[config.mk]
export PLATFORM = sky130hd
export DESIGN_NAME = i2c_target_rx_flat
export DESIGN_NICKNAME = d
export VERILOG_FILES = /design/src/rtl/i2c_pkg.sv /design/src/rtl/i2c_target_rx_if.sv /design/src/rtl/i2c_rx_fifo.sv /design/src/rtl/i2c_target_rx.sv /design/src/flat_wrapper.sv
export SDC_FILE = /design/constraint.sdc
export NUM_CORES = 1
export LEC_CHECK = 0
export CORE_MARGIN = 8
export CORE_UTILIZATION = 53
export CTS_CLUSTER_DIAMETER = 150
export DETAILED_ROUTE_END_ITERATION = 8
export MAX_ROUTING_LAYER = met4
export PLACE_DENSITY = 0.75
export RECOVER_POWER = 50
export SETUP_SLACK_MARGIN = 0.15
export SLEW_MARGIN = 20
export SYNTH_ARGS = -nofsm -noshare
export SYNTH_HDL_FRONTEND = slang
export SYNTH_SLANG_ARGS = --single-unit
[constraint.sdc]
create_clock -name clk -period 2.4 [get_ports clk]
set_input_delay 0.36 -clock clk [delete_from_list [all_inputs] [get_ports clk]]
set_output_delay 0.36 -clock clk [all_outputs]
set_load 0.05 [all_outputs]
[src/rtl/i2c_pkg.sv]
// Shared types and constants for the I2C receive-only target.
package i2c_pkg;

   localparam int I2C_ADDR_W = 7;

   typedef enum logic [2:0] {
      IDLE,
      ADDR,
      ADDR_ACK,
      DATA,
      DATA_ACK,
      IGNORE
   } i2c_rx_state_t;

endpackage

[src/rtl/i2c_target_rx_if.sv]
// Bus pins plus receive-side stream between the I2C target and its consumer.
interface i2c_target_rx_if;

   logic       scl_i;
   logic       sda_i;
   logic       sda_oe;
   logic [7:0] rx_data;
   logic       rx_valid;
   logic       rx_ready;
   logic       rx_first;
   logic       busy;
   logic       overflow;

   modport slave (
      input  scl_i,
      input  sda_i,
      input  rx_ready,
      output sda_oe,
      output rx_data,
      output rx_valid,
      output rx_first,
      output busy,
      output overflow
   );

   modport master (
      output scl_i,
      output sda_i,
      output rx_ready,
      input  sda_oe,
      input  rx_data,
      input  rx_valid,
      input  rx_first,
      input  busy,
      input  overflow
   );

endinterface

[src/rtl/i2c_rx_fifo.sv]
// Small register FIFO; the head entry is read straight out of the storage flops.
module i2c_rx_fifo #(
   parameter int WIDTH = 9,
   parameter int DEPTH = 4
) (
   input  logic             clk,
   input  logic             rstn,
   input  logic             wr_en,
   input  logic [WIDTH-1:0] wr_data,
   output logic             full,
   input  logic             rd_en,
   output logic [WIDTH-1:0] rd_data,
   output logic             valid
);

   localparam int PTR_W = $clog2(DEPTH);
   localparam int CNT_W = PTR_W + 1;

   logic [WIDTH-1:0] mem [DEPTH];
   logic [PTR_W-1:0] wr_ptr;
   logic [PTR_W-1:0] rd_ptr;
   logic [CNT_W-1:0] count;
   logic             do_wr;
   logic             do_rd;

   assign valid   = (count != '0);
   assign full    = (count == CNT_W'(DEPTH));
   assign do_rd   = rd_en && valid;
   // A pop in the same cycle frees a slot, so a write into a full FIFO is still taken.
   assign do_wr   = wr_en && (!full || do_rd);
   assign rd_data = mem[rd_ptr];

   always_ff @(posedge clk) begin
      if (!rstn) begin
         wr_ptr <= '0;
         rd_ptr <= '0;
         count  <= '0;
         for (int i = 0; i < DEPTH; i++) begin
            mem[i] <= '0;
         end
      end else begin
         if (do_wr) begin
            mem[wr_ptr] <= wr_data;
            wr_ptr      <= wr_ptr + PTR_W'(1);
         end
         if (do_rd) begin
            rd_ptr <= rd_ptr + PTR_W'(1);
         end
         case ({do_wr, do_rd})
            2'b10:   count <= count + CNT_W'(1);
            2'b01:   count <= count - CNT_W'(1);
            default: count <= count;
         endcase
      end
   end

endmodule

[src/rtl/i2c_target_rx.sv]
// Write-only I2C target: synchronises the bus, ACKs its own address and
// pushes received data bytes (tagged with a first-byte flag) into a FIFO.
module i2c_target_rx
   import i2c_pkg::*;
#(
   parameter logic [I2C_ADDR_W-1:0] TARGET_ADDR = 7'h42,
   parameter int                    FIFO_DEPTH  = 4,
   parameter int                    SYNC_STAGES = 2
) (
   input logic               clk,
   input logic               rstn,
   i2c_target_rx_if.slave    bus
);

   logic [SYNC_STAGES-1:0] scl_sync;
   logic [SYNC_STAGES-1:0] sda_sync;
   logic                   scl_prev;
   logic                   sda_prev;
   logic                   scl_s;
   logic                   sda_s;
   logic                   scl_rise;
   logic                   scl_fall;
   logic                   start_det;
   logic                   stop_det;

   i2c_rx_state_t state_q;
   i2c_rx_state_t state_d;
   logic [2:0]    bit_cnt_q;
   logic [2:0]    bit_cnt_d;
   logic [6:0]    shift_q;
   logic [6:0]    shift_d;
   logic          ack_phase_q;
   logic          ack_phase_d;
   logic          first_q;
   logic          first_d;
   logic          overflow_q;
   logic          overflow_d;
   logic          sda_oe_q;
   logic          sda_oe_d;
   logic [7:0]    byte_in;

   logic          fifo_wr;
   logic          fifo_full;
   logic          fifo_pop;
   logic          fifo_accept;
   logic [8:0]    fifo_head;

   // Reset presets the synchronisers high so an idle bus produces no edges.
   always_ff @(posedge clk) begin
      if (!rstn) begin
         scl_sync <= '1;
         sda_sync <= '1;
         scl_prev <= 1'b1;
         sda_prev <= 1'b1;
      end else begin
         scl_sync <= {scl_sync[SYNC_STAGES-2:0], bus.scl_i};
         sda_sync <= {sda_sync[SYNC_STAGES-2:0], bus.sda_i};
         scl_prev <= scl_s;
         sda_prev <= sda_s;
      end
   end

   assign scl_s     = scl_sync[SYNC_STAGES-1];
   assign sda_s     = sda_sync[SYNC_STAGES-1];
   assign scl_rise  = scl_s && !scl_prev;
   assign scl_fall  = !scl_s && scl_prev;
   assign start_det = scl_s && sda_prev && !sda_s;
   assign stop_det  = scl_s && !sda_prev && sda_s;

   assign byte_in     = {shift_q, sda_s};
   assign fifo_pop    = bus.rx_valid && bus.rx_ready;
   assign fifo_accept = !fifo_full || fifo_pop;

   always_ff @(posedge clk) begin
      if (!rstn) begin
         state_q     <= IDLE;
         bit_cnt_q   <= '0;
         shift_q     <= '0;
         ack_phase_q <= 1'b0;
         first_q     <= 1'b0;
         overflow_q  <= 1'b0;
         sda_oe_q    <= 1'b0;
      end else begin
         state_q     <= state_d;
         bit_cnt_q   <= bit_cnt_d;
         shift_q     <= shift_d;
         ack_phase_q <= ack_phase_d;
         first_q     <= first_d;
         overflow_q  <= overflow_d;
         sda_oe_q    <= sda_oe_d;
      end
   end

   always_comb begin
      state_d     = state_q;
      bit_cnt_d   = bit_cnt_q;
      shift_d     = shift_q;
      ack_phase_d = ack_phase_q;
      first_d     = first_q;
      overflow_d  = overflow_q;
      fifo_wr     = 1'b0;
      sda_oe_d    = 1'b0;

      if (start_det) begin
         state_d     = ADDR;
         bit_cnt_d   = '0;
         ack_phase_d = 1'b0;
      end else if (stop_det) begin
         state_d     = IDLE;
         bit_cnt_d   = '0;
         ack_phase_d = 1'b0;
      end else begin
         case (state_q)
            ADDR, DATA: begin
               if (scl_rise) begin
                  shift_d   = byte_in[6:0];
                  bit_cnt_d = bit_cnt_q + 3'd1;
                  if (bit_cnt_q == 3'd7) begin
                     if (state_q == ADDR) begin
                        if (byte_in[7:1] == TARGET_ADDR && !byte_in[0]) begin
                           state_d = ADDR_ACK;
                           first_d = 1'b1;
                        end else begin
                           state_d = IGNORE;
                        end
                     end else if (fifo_accept) begin
                        fifo_wr = 1'b1;
                        first_d = 1'b0;
                        state_d = DATA_ACK;
                     end else begin
                        overflow_d = 1'b1;
                        state_d    = IGNORE;
                     end
                  end
               end
            end
            // First SCL fall starts driving the ACK, the next one ends it.
            ADDR_ACK, DATA_ACK: begin
               if (scl_fall) begin
                  if (!ack_phase_q) begin
                     ack_phase_d = 1'b1;
                  end else begin
                     ack_phase_d = 1'b0;
                     bit_cnt_d   = '0;
                     state_d     = DATA;
                  end
               end
            end
            IDLE, IGNORE: begin
               state_d = state_q;
            end
            default: begin
               state_d = IDLE;
            end
         endcase
      end

      sda_oe_d = ack_phase_d && (state_d == ADDR_ACK || state_d == DATA_ACK);
   end

   i2c_rx_fifo #(
      .WIDTH (9),
      .DEPTH (FIFO_DEPTH)
   ) u_fifo (
      .clk     (clk),
      .rstn    (rstn),
      .wr_en   (fifo_wr),
      .wr_data ({first_q, byte_in}),
      .full    (fifo_full),
      .rd_en   (bus.rx_ready),
      .rd_data (fifo_head),
      .valid   (bus.rx_valid)
   );

   assign bus.rx_data  = fifo_head[7:0];
   assign bus.rx_first = fifo_head[8];
   assign bus.sda_oe   = sda_oe_q;
   assign bus.overflow = overflow_q;
   assign bus.busy     = (state_q == ADDR_ACK) || (state_q == DATA) || (state_q == DATA_ACK);

endmodule

[src/flat_wrapper.sv]
// flat-port wrapper written by rule: the top's interface ports become plain ports
module i2c_target_rx_flat import i2c_pkg::*;
#(
   parameter logic [I2C_ADDR_W-1:0] TARGET_ADDR = 7'h42,
   parameter int                    FIFO_DEPTH  = 4,
   parameter int                    SYNC_STAGES = 2
)
  (clk, rstn, bus_scl_i, bus_sda_i, bus_rx_ready, bus_sda_oe, bus_rx_data, bus_rx_valid, bus_rx_first, bus_busy, bus_overflow);
  i2c_target_rx_if bus_i ();
  input logic clk;
  input logic rstn;
  input wire logic [$bits(bus_i.scl_i)-1:0] bus_scl_i;
  input wire logic [$bits(bus_i.sda_i)-1:0] bus_sda_i;
  input wire logic [$bits(bus_i.rx_ready)-1:0] bus_rx_ready;
  output wire logic [$bits(bus_i.sda_oe)-1:0] bus_sda_oe;
  output wire logic [$bits(bus_i.rx_data)-1:0] bus_rx_data;
  output wire logic [$bits(bus_i.rx_valid)-1:0] bus_rx_valid;
  output wire logic [$bits(bus_i.rx_first)-1:0] bus_rx_first;
  output wire logic [$bits(bus_i.busy)-1:0] bus_busy;
  output wire logic [$bits(bus_i.overflow)-1:0] bus_overflow;
  assign bus_i.scl_i = bus_scl_i;
  assign bus_i.sda_i = bus_sda_i;
  assign bus_i.rx_ready = bus_rx_ready;
  assign bus_sda_oe = bus_i.sda_oe;
  assign bus_rx_data = bus_i.rx_data;
  assign bus_rx_valid = bus_i.rx_valid;
  assign bus_rx_first = bus_i.rx_first;
  assign bus_busy = bus_i.busy;
  assign bus_overflow = bus_i.overflow;
  i2c_target_rx #(.TARGET_ADDR(TARGET_ADDR), .FIFO_DEPTH(FIFO_DEPTH), .SYNC_STAGES(SYNC_STAGES)) u_core (.clk(clk), .rstn(rstn), .bus(bus_i));
endmodule
==> flow_summary_export.csv <==
group,metric,value,unit
global_route,met3_usage,4.13,%
timing,fmax,445,MHz
global_route,grt_pass1_wl,9510,um
global_route,antenna_found_initial,0,
finish,finalNetCount,291,
synthesis,synth_area_per_cell,12.7,sq um
synthesis,yosysTopAreaCellShare,34.4,%
drt,dr.pass1.iters,4,
timing,hold_ws,409,ps
synthesis,ys_top_cells_by_count,"and2_1 (41), edfxtp_1 (36), dfxtp_1 (32)",
drt,drt-initial-drc-count,71,
timing,slew_viol_final,0,
synthesis,yosys.area.top_type,"edfxtp_1",
global_route,track_usage,14.7,%
floorplanning,fp.dieW,93.0,um
setup_path,crit_path_end_kind,"flop",
floorplanning,core_area,0.00582,sq mm
synthesis,ys_warn_count,0,
setup_path,r2r_cells,9,
synthesis,synth_edf_count,36,
drt,via_count,1927,
clock_network,cts_hold_buf,0,
placement,place_congestion,0.869,
synthesis,synth_ff_type,"edfxtp_1",
job,cap_violations,0,
global_route,use_met1,15.8,%
timing,slew_headroom,29.1,%
placement,port-buffer-count,17,
timing,tns,0,ps
clock_network,clockBufferDepth,2,
timing,finalClockSkew,6.15,ps
floorplanning,num_rows,28,
global_route,grt_max_degree,30,
synthesis,synthCells,248,
clock_network,path_clk_slew,70,ps
synthesis,yosysMostFrequentCell,"and2_1",
global_route,top_usage_layer,"met2",
timing,hold_violations,0,
synthesis,yosys-top-cells-area,"edfxtp_1 (34%), dfxtp_1 (20%), and2_1 (8.2%)",
timing,rsz0062_at_grt,"yes",
drt,wirelength,5620,um
clock_network,htreeDepth,3,
clock_network,cts_tree,"yes",
drt,drc,0,
drt,antenna_left,0,
synthesis,synth-seq-cells,68,
clock_network,root_buffer,"clkbuf_8",
clock_network,cts_inserted_buffers,9,
synthesis,synthMuxAreaShare,9.33,%
finish,diodes,0,
drt,vias_per_cell,5.32,
synthesis,synth_cell_type_count,53,
drt,detail_route.wl_per_cell,15.5,um
power,leakagePower,1.33,nW
hold_path,worstHoldPathCells,1,
synthesis,synth_top_family_by_area,"simple AND/OR/NAND/NOR gates",
timing,finalSetupViolations,0,
synthesis,synth-compound-area-share,6.34,%
power,ir_drop,472,uV
global_route,grt_pass1_vias,1988,
power,power,2.39,mW
synthesis,yosys.area_share.xor_xnor,2.47,%
synthesis,synthArstFlopShare,0,%
clock_network,clk_latency,340,ps
timing,fin_crit_sh,93.7,%
floorplanning,initial_core_util,54.0,%
setup_path,critPathMaxFanout,4,
synthesis,synthSimpleGateAreaFrac,22.8,%
hold_path,hp-class,"reg -> reg",
finish,syn2layout_area_growth,16.3,%
synthesis,seq_area_frac_synth,54.8,%
placement,hpwl,3860,um
floorplanning,die_h,93.0,um
synthesis,synth_fp_nets,257,
global_route,grt.met2_usage,25.0,%
power,power_density,653,mW/mm^2
setup_path,cp.required,2670,ps
clock_network,cts_num_sinks,68,
timing,worstMarginPinSlew,1060,ps
floorplanning,die_area,0.00864,sq mm
run_status,outcome,"completed",
finish,layout-drive-gt1-share,23.3,%
global_route,grt-ovfl-total,0,
setup_path,arrival,2520,ps
setup_path,start_kind,"flop",
floorplanning,io_pins,18,
setup_path,crit_type,"reg -> reg",
timing,period_minus_slack,2250,ps
synthesis,synthAdderAreaFrac,1.83,%
synthesis,syn_area,0.00314,sq mm
## per-layer routing
metal / part of all wire, % / wire [um]
met1: 44 / 2480
met2: 51 / 2870
met3: 3.8 / 215
met4: 0.85 / 48
met5: 0 / 0
## stage by stage
step | cell area, sq um | setup slack (ps) | util (%) | instances
CTS | 3710 | 145 | 63.8 | 361
floorplan | 3160 | 34.3 | - | 248
global placement | 3460 | -345 | 59.6 | 343
global route | 3650 | 51.1 | 62.8 | 362
detailed placement | 3460 | -373 | 59.6 | 343
finish | 3650 | 151 | 62.8 | 362
## area by class of cell
| class | count | area [sq um] |
|---|---|---|
| multi-input combinational | 163 | 1330 |
| fill | 480 | 2160 |
| sequential | 68 | 1720 |
| clock buffer | 12 | 176 |
| clock inverter | 4 | 53.8 |
| timing repair buffer | 34 | 248 |
| inverter | 6 | 22.5 |
| tap | 75 | 93.8 |
## timing repair
action / CTS / global route
resized for setup: 3 / 6
setup endpoints to repair: 1 / 12
setup buffers: 2 / 1
hold endpoints to repair: 0 / 0
pin swaps: 2 / 1
## cells by family (layout without fill, tap and decap cells)
logic type / after synthesis / in the layout
and+or+nand+nor: 107 / 107
adders and majority gates: 4 / 4
buffers and inverters: 17 / 56
xor gates and xnor gates: 8 / 8
DFF: 68 / 68
AOI/OAI and AO/OA: 26 / 26
muxes: 18 / 18
## where the power goes
part	internal [mW]	total [mW]	leakage (nW)	switching, mW
combinational	0.0362	0.0972	0.597	0.0610
clock	0.601	1.03	0.110	0.428
sequential	1.25	1.26	0.624	0.0120
## critical path, stage by stage, from the launching register on
cell,delay (ps)
dfxtp_2,340
or4b_4,540
and2_4,190
nand2_4,60
ha_4,130
inv_2,30
fa_2,320
xor2_1,150
or3_1,300
a21boi_1,110
## registers in the layout (all words and copies together) (netlist names), 2 cells and up, named ones only
signal,flops
u_core.bit_cnt_q,3
u_core.state_q,3
u_core.shift_q,7
u_core.u_fifo.count,3
u_core.scl_sync,2
u_core.sda_sync,2
u_core.u_fifo.mem,36
u_core.u_fifo.rd_ptr,2
u_core.u_fifo.wr_ptr,2
## placed cells by master, fill, tap and decap left out, drive strengths merged, types with 4 or more instances in the layout
cell type / count
edfxtp: 36
mux2i: 9
clkbuf: 24
mux4: 9
nor2b: 9
and2: 42
nor2: 8
nor4: 4
nand2: 14
nand2b: 9
inv: 6
dfxtp: 32
xor2: 6
o21ai: 6
buf: 16
## final timing paths
kind / slack [ps] / start / to
max: 150 / u_core.u_fifo.count[1]$_SDFFE_PN0P_ / u_core.u_fifo.count[2]$_SDFFE_PN0P_
min: 410 / u_core.sda_sync[0]$_SDFF_PN1_ / u_core.sda_sync[1]$_SDFF_PN1_
max reg2reg: 150 / u_core.u_fifo.count[1]$_SDFFE_PN0P_ / u_core.u_fifo.count[2]$_SDFFE_PN0P_
min reg2reg: 410 / u_core.sda_sync[0]$_SDFF_PN1_ / u_core.sda_sync[1]$_SDFF_PN1_
No activity file was read; power rests on OpenSTA's default activity.
